`config.mk`:
```
export PLATFORM = sky130hd
export DESIGN_NAME = mismatch_monitor
export DESIGN_NICKNAME = d
export VERILOG_FILES = /design/src/rtl/mismatch_monitor.sv
export SDC_FILE = /design/constraint.sdc
export NUM_CORES = 1
export LEC_CHECK = 0
export CORE_MARGIN = 1.5
export CORE_UTILIZATION = 35
export DETAILED_ROUTE_END_ITERATION = 6
export PLACE_DENSITY_LB_ADDON = 0.3
export SLEW_MARGIN = 20
export SYNTH_ARGS = -nofsm -noshare
export SYNTH_HDL_FRONTEND = slang
export SYNTH_SLANG_ARGS = --single-unit
```
`constraint.sdc`:
```
create_clock -name clk -period 6.95 [get_ports clk]
set_clock_uncertainty 0.1 [all_clocks]
set_input_delay 1.39 -clock clk [delete_from_list [all_inputs] [get_ports clk]]
set_output_delay 1.39 -clock clk [all_outputs]
set_load 0.05 [all_outputs]
```
`src/rtl/mismatch_monitor.sv`:
```
`timescale 1ns/1ps
// mismatch_monitor
//   Compares a reference vector against a value under test over a check
//   session and accumulates sample/error statistics.
//
//   A session is opened by start (from IDLE or DONE), runs until stop or
//   until TIMEOUT RUN cycles have elapsed, and then parks in DONE holding
//   its results until the next start.
//
// Parameters
//   WIDTH    width of q_ref / q_dut
//   CNT_W    width of all counters and captured sample indices
//   TIMEOUT  RUN-state cycle limit, 1 .. 2^CNT_W-1
//
// Ports
//   clk        rising-edge clock
//   areset_n   asynchronous active-low reset
//   start      open a new session (ignored while running)
//   stop       close the running session (ignored outside RUN)
//   sample_en  q_ref/q_dut hold a valid sample this cycle
//   q_ref      golden value
//   q_dut      value under test
//   busy       session running
//   done       session finished, results valid
//   pass       in DONE: no errors and no timeout
//   timeout    session ended by the cycle limit
//   samples    qualified samples seen (saturating)
//   errors     qualified samples that mismatched (saturating)
//   first_err  sample index of the first mismatch
//   mismatch   one-cycle flag following a mismatching sample
module mismatch_monitor #(
  parameter int unsigned WIDTH   = 1,
  parameter int unsigned CNT_W   = 16,
  parameter int unsigned TIMEOUT = 1000
) (
  input  logic             clk,
  input  logic             areset_n,
  input  logic             start,
  input  logic             stop,
  input  logic             sample_en,
  input  logic [WIDTH-1:0] q_ref,
  input  logic [WIDTH-1:0] q_dut,
  output logic             busy,
  output logic             done,
  output logic             pass,
  output logic             timeout,
  output logic [CNT_W-1:0] samples,
  output logic [CNT_W-1:0] errors,
  output logic [CNT_W-1:0] first_err,
  output logic             mismatch
);

  typedef enum logic [1:0] {
    S_IDLE,
    S_RUN,
    S_DONE
  } state_t;

  localparam logic [CNT_W-1:0] CNT_MAX  = '1;
  localparam logic [CNT_W-1:0] CYC_LAST = CNT_W'(TIMEOUT - 1);

  state_t           state;
  logic [CNT_W-1:0] cyc;

  logic             hit;
  logic             at_limit;
  logic [CNT_W-1:0] samples_inc;
  logic [CNT_W-1:0] errors_inc;
  logic [CNT_W-1:0] errors_after;

  always_comb begin
    hit          = 1'b0;
    at_limit     = 1'b0;
    samples_inc  = samples;
    errors_inc   = errors;
    errors_after = errors;

    hit      = sample_en && (q_ref != q_dut);
    at_limit = (cyc == CYC_LAST);

    if (samples != CNT_MAX) begin
      samples_inc = samples + CNT_W'(1);
    end
    if (errors != CNT_MAX) begin
      errors_inc = errors + CNT_W'(1);
    end
    // Error count as it will stand after this cycle, so a sample taken in
    // the same cycle as stop is reflected in pass.
    errors_after = hit ? errors_inc : errors;
  end

  always_ff @(posedge clk or negedge areset_n) begin
    if (!areset_n) begin
      state     <= S_IDLE;
      cyc       <= '0;
      busy      <= 1'b0;
      done      <= 1'b0;
      pass      <= 1'b0;
      timeout   <= 1'b0;
      samples   <= '0;
      errors    <= '0;
      first_err <= '0;
      mismatch  <= 1'b0;
    end else begin
      mismatch <= 1'b0;

      case (state)
        S_IDLE, S_DONE: begin
          if (start) begin
            state     <= S_RUN;
            cyc       <= '0;
            busy      <= 1'b1;
            done      <= 1'b0;
            pass      <= 1'b0;
            timeout   <= 1'b0;
            samples   <= '0;
            errors    <= '0;
            first_err <= '0;
          end
        end

        S_RUN: begin
          mismatch <= hit;

          if (sample_en) begin
            samples <= samples_inc;
          end

          if (hit) begin
            errors <= errors_inc;
            // errors saturates and never wraps back to zero, so zero here
            // means this is the session's first mismatch.
            if (errors == '0) begin
              first_err <= samples;
            end
          end

          // stop takes priority over the cycle limit in a coincident cycle.
          if (stop || at_limit) begin
            state   <= S_DONE;
            busy    <= 1'b0;
            done    <= 1'b1;
            timeout <= !stop;
            pass    <= stop && (errors_after == '0);
          end else begin
            cyc <= cyc + CNT_W'(1);
          end
        end

        default: begin
          state <= S_IDLE;
          busy  <= 1'b0;
          done  <= 1'b0;
          pass  <= 1'b0;
        end
      endcase
    end
  end

endmodule

```
### After elaboration in Yosys (flattened, before gate mapping)

Cells that the tools add are included.

* $add $sub $neg: 3
* mux-type cells: 26
* equality and inequality tests: 13
* reduce and logical (&&, ||, !) cells: 15

Operators by type and width (number)
* 2-to-1 mux 16 bit: 8
* case mux 16 bit (2 select lines): 4
* adder 16 x 1 -> 16 bit, second input constant: 3
* logical NOT 16 bit: 2
* inequality test 16 bit, second input constant: 2
* equality test 16 x 10 -> 1 bit, second input constant: 1
* inequality test 2 bit, second input constant: 7
* case mux 1 bit (2 select lines): 4
* AND reduction 4 bit: 2
* 2-to-1 mux 1 bit: 7
* AND reduction 3 bit: 2
* 2-to-1 mux 2 bit: 2
* case mux 2 bit (2 select lines): 1
* AND reduction 2 bit: 2
* equality test 2 x 1 -> 1 bit, second input constant: 1
* equality test 2 bit, second input constant: 1
* logical AND 1 bit: 2
* logical NOT 2 bit: 1
* nonzero test 2 bit: 1
* OR reduction 2 bit: 1
* logical NOT 1 bit: 1
* logical OR 1 bit: 1
* inequality test 1 bit: 1

* output and inout bits: 53
* register bits: 71
* word-level logic and storage cells: 67

### Longest topological paths before layout

* word-level depth: 7
* depth in mapped cells: 8

### Worst setup path after synthesis

Ideal clock, no wire load.

* kind: input port to flip-flop
* start: input q_ref
* end: register pass
* arrival: 2.839 ns
* cell stages on the path: 6
* buffers on the path: 0
* path slack: 3.908 ns
* setup time: 0.104 ns
* data required time: 6.746 ns
* path through: xnor2_1 nor4_2 mux2_2 o31ai_1 nand4_1 o41ai_2

* longest elaborated chain between the ends: 7

RTL lines
* start: declaration: line 41 `input logic [WIDTH-1:0] q_ref,`
* inequality test 1 bit: line 78 `hit = sample_en && (q_ref != q_dut);`
* logical AND 1 bit: line 78
* 2-to-1 mux 16 bit
* logical NOT 16 bit: line 144 `pass <= stop && (errors_after == '0);`
* logical AND 1 bit: line 144
* 2-to-1 mux 1 bit: line 139 `if (stop || at_limit) begin`
* case mux 1 bit (2 select lines): line 107 `case (state)`
* end signal: assignment: line 144
* end: declaration: line 45 `output logic pass,`

No other way between the ends. The select of a mux whose other input is x is not followed.
A chain may end at the register's enable or synchronous reset.

### Worst setup path after layout

* start: input start
* end: register first_err[12]

* longest elaborated chain between the ends: 2

RTL lines
* start: declaration: line 38 `input logic start,`
* inequality test 2 bit (no line)
* AND reduction 4 bit (no line)
* end signal: assignment: line 134 `first_err <= samples;`
* end: declaration: line 49 `output logic [CNT_W-1:0] first_err,`

No other way between the ends.

==> impl_metrics.toml <==
[run_status]
status = "complete, no violations"

[route]
drc = 0
firstDrtPassIters = 4
ant_nets = 0
vias_per_cell = 5.52
wl_per_cell_microns = 16.4
via_count = 3310
routed_wl_mm = 9.82
drt-initial-drc-count = 206

[cts]
clock_path_buffers = 2
cts_made_buffers = 9
clock-sinks = 70
cts_resized = 0
cts_root_buffer = "clkbuf_8"
worst_skew_pair.late_latency_ps = 360
cts_tree = "built"
holdBufCountCts = 0
clkTransAtPathRegs_ps = 80
htree_levels = 3
post-cts-setup-buffer-count = 0

[floorplan]
coreArea_sq_um = 10800
rows = 38
ios = 60
fp.dieW_microns = 108
initial_core_util = 0.356
die_y_microns = 108
die_area_sq_um = 11600

[sta]
maxSlewViolCount = 0
fin_tns_setup_ps = 0
fmax_ghz = 0.263
finalCriticalPeriod_ps = 3810
post-route-period-util = 0.548
max_slew_margin = 0.344
rsz0062_at_grt = "no"
hold_violations = 0
whs_ps = 401
finalSetupViolations = 0
tightest_slew_ps = 979

[final_layout]
final_common_cell = "dfrtp_1"
drive_above_1_share = 0.0848
final-instance-count-excl-fill = 600
utilization = 0.440
layout_common_cells = "dfrtp_1 (70), clkdlybuf4s50_1 (58), nor2_1 (40)"
diodes = 0
area_growth_pct = 23.5
fillers = 1030
finalNetCount = 467

[critical_path]
crit_fanout = 16
rr_startpoint = "state[1]"
crit_path_end_kind = "flip-flop"
crit_arrival_ps = 4000
cp.required_ps = 7140
worstSetupStartpoint = "start"
r2r_setup_slack_ps = 4080
reg2reg_to = "first_err[12]"
start_kind = "input port"
worst-r2r-cell-count = 5
critPathKind = "input port to flip-flop"

[place]
routabilityCongestion = 0.917
hpwl_mm = 6.72
numPortBuffers = 59
dpl.cell_count = 585

[flow_run]
maxCapViolations = 0

[synthesis]
syn_area_per_cell_sq_um = 9.50
syn_inst = 405
synthesis.nets = 416
synth_cell_types = 61
synth_warnings = 0
synth_edf_count = 0
async_reset_ff_frac = 1.00
yosys_register_bits = 70
synth_area_sq_um = 3850
seq_area_frac_synth = 0.455
synth-main-ff-cell = "dfrtp_1"

[grt]
track_usage = 0.180
grt_first_pass_wirelength_mm = 16.2
grt_overflow = 0
grt_max_degree = 71
grt_antenna_before_repair = 0
first_global_vias = 3103

[pwr]
power.total_mw = 1.01
peakVddDrop_v = 0.0000722
power_leakage_nw = 1.88
p_per_area_nw_per_um2 = 213

[min_path]
min_path_cells = 1
hold_class = "flip-flop to flip-flop"
min_to = "timeout"
min_from = "timeout"
## cell type report
type                    instances  area (sq um)  share of cell area
clock inverters                 5          58.8              0.0124
repair buffers                 62           608               0.128
inverters                      11          41.3             0.00869
well taps                     140           175              0.0369
flip-flops and latches         70          1750               0.369
clock buffers                  10           138              0.0290
multi-input cells             302          1980               0.417
## synthesized netlist by cell type (4+ instances only)
library cell  number  area (sq um)
clkbuf_1          10          37.5
o21ai_0           28           140
nand4_1           14          87.6
xnor2_1           21           184
or3_1              4          25.0
nor2_1            41           154
a211oi_1           8          60.1
a21oi_1           16          80.1
xor2_1             8          70.1
nor4_1             5          31.3
dfrtp_1           70          1750
inv_1             11          41.3
buf_2             10          50.1
and4_1             9          78.8
nand3_1           16          80.1
o31ai_1            4          30.0
ha_1               4          50.1
nand2_1           32           120
a22o_1            17           149
nor3_1            18          90.1
nand2b_1           4          25.0
## worst max-delay path: stages
cell and delay, ps:
clkdlybuf4s50_1 540, nand2b_1 390, nand2_1 410, nand4_1 200, nor3_2 810, a22o_1 240
## report_power, final
| group | total [mW] | internal, mW | switching (mW) | leakage (nW) |
|---|---|---|---|---|
| registers | 0.456 | 0.427 | 0.0295 | 0.968 |
| clock network | 0.336 | 0.174 | 0.162 | 0.0948 |
| logic | 0.222 | 0.0654 | 0.156 | 0.815 |
| total | 1.01 | 0.666 | 0.348 | 1.88 |
## how the worst max path moves through the flow
stage                               end  depth (start not counted)
after detailed placement   first_err[3]                          7
final                     first_err[12]                          6
after global routing      first_err[12]                          6
after floorplan                    pass                          6
after global placement    first_err[10]                          7
after CTS                  first_err[3]                          7
## cells by family (layout without fill, tap and decap cells)
kind of cell | count (synthesis) | count (layout) | synth area share
XOR/XNOR | 30 | 30 | 0.0702
adder cells (fa/ha/maj) | 4 | 4 | 0.0130
AND/OR/NAND/NOR | 172 | 172 | 0.251
buffers and inverters | 33 | 88 | 0.0358
AO/OA/AOI/OAI | 94 | 94 | 0.169
flip-flops | 70 | 70 | 0.455
multiplexers | 2 | 2 | 0.00585
## per-layer routing
| layer | wire length, microns | track usage | part of all wire | vias up |
|---|---|---|---|---|
| met1 | 4470 | 0.248 | 0.45 | 1593 |
| met5 | 0 | 0 | 0 | - |
| met2 | 4550 | 0.273 | 0.46 | 104 |
| met4 | 238 | 0.0742 | 0.024 | 0 |
| li1 | - | - | - | 1595 |
| met3 | 564 | 0.0375 | 0.057 | 18 |
## state kept, by name, indices dropped and copies added, names as in the netlist
name / cells
timeout: 1
errors: 16
mismatch: 1
state: 2
pass: 1
samples: 16
first_err: 16
busy: 1
cyc: 16
## metrics by stage
step                      setup slack [ps]  cell area, sq um
after CTS                             3010              4740
after global placement                2750              4540
after global routing                  2930              4750
final                                 3140              4750
after detailed placement              2630              4540
after floorplan                       3910              3850
(Power assumes the default switching activity.)
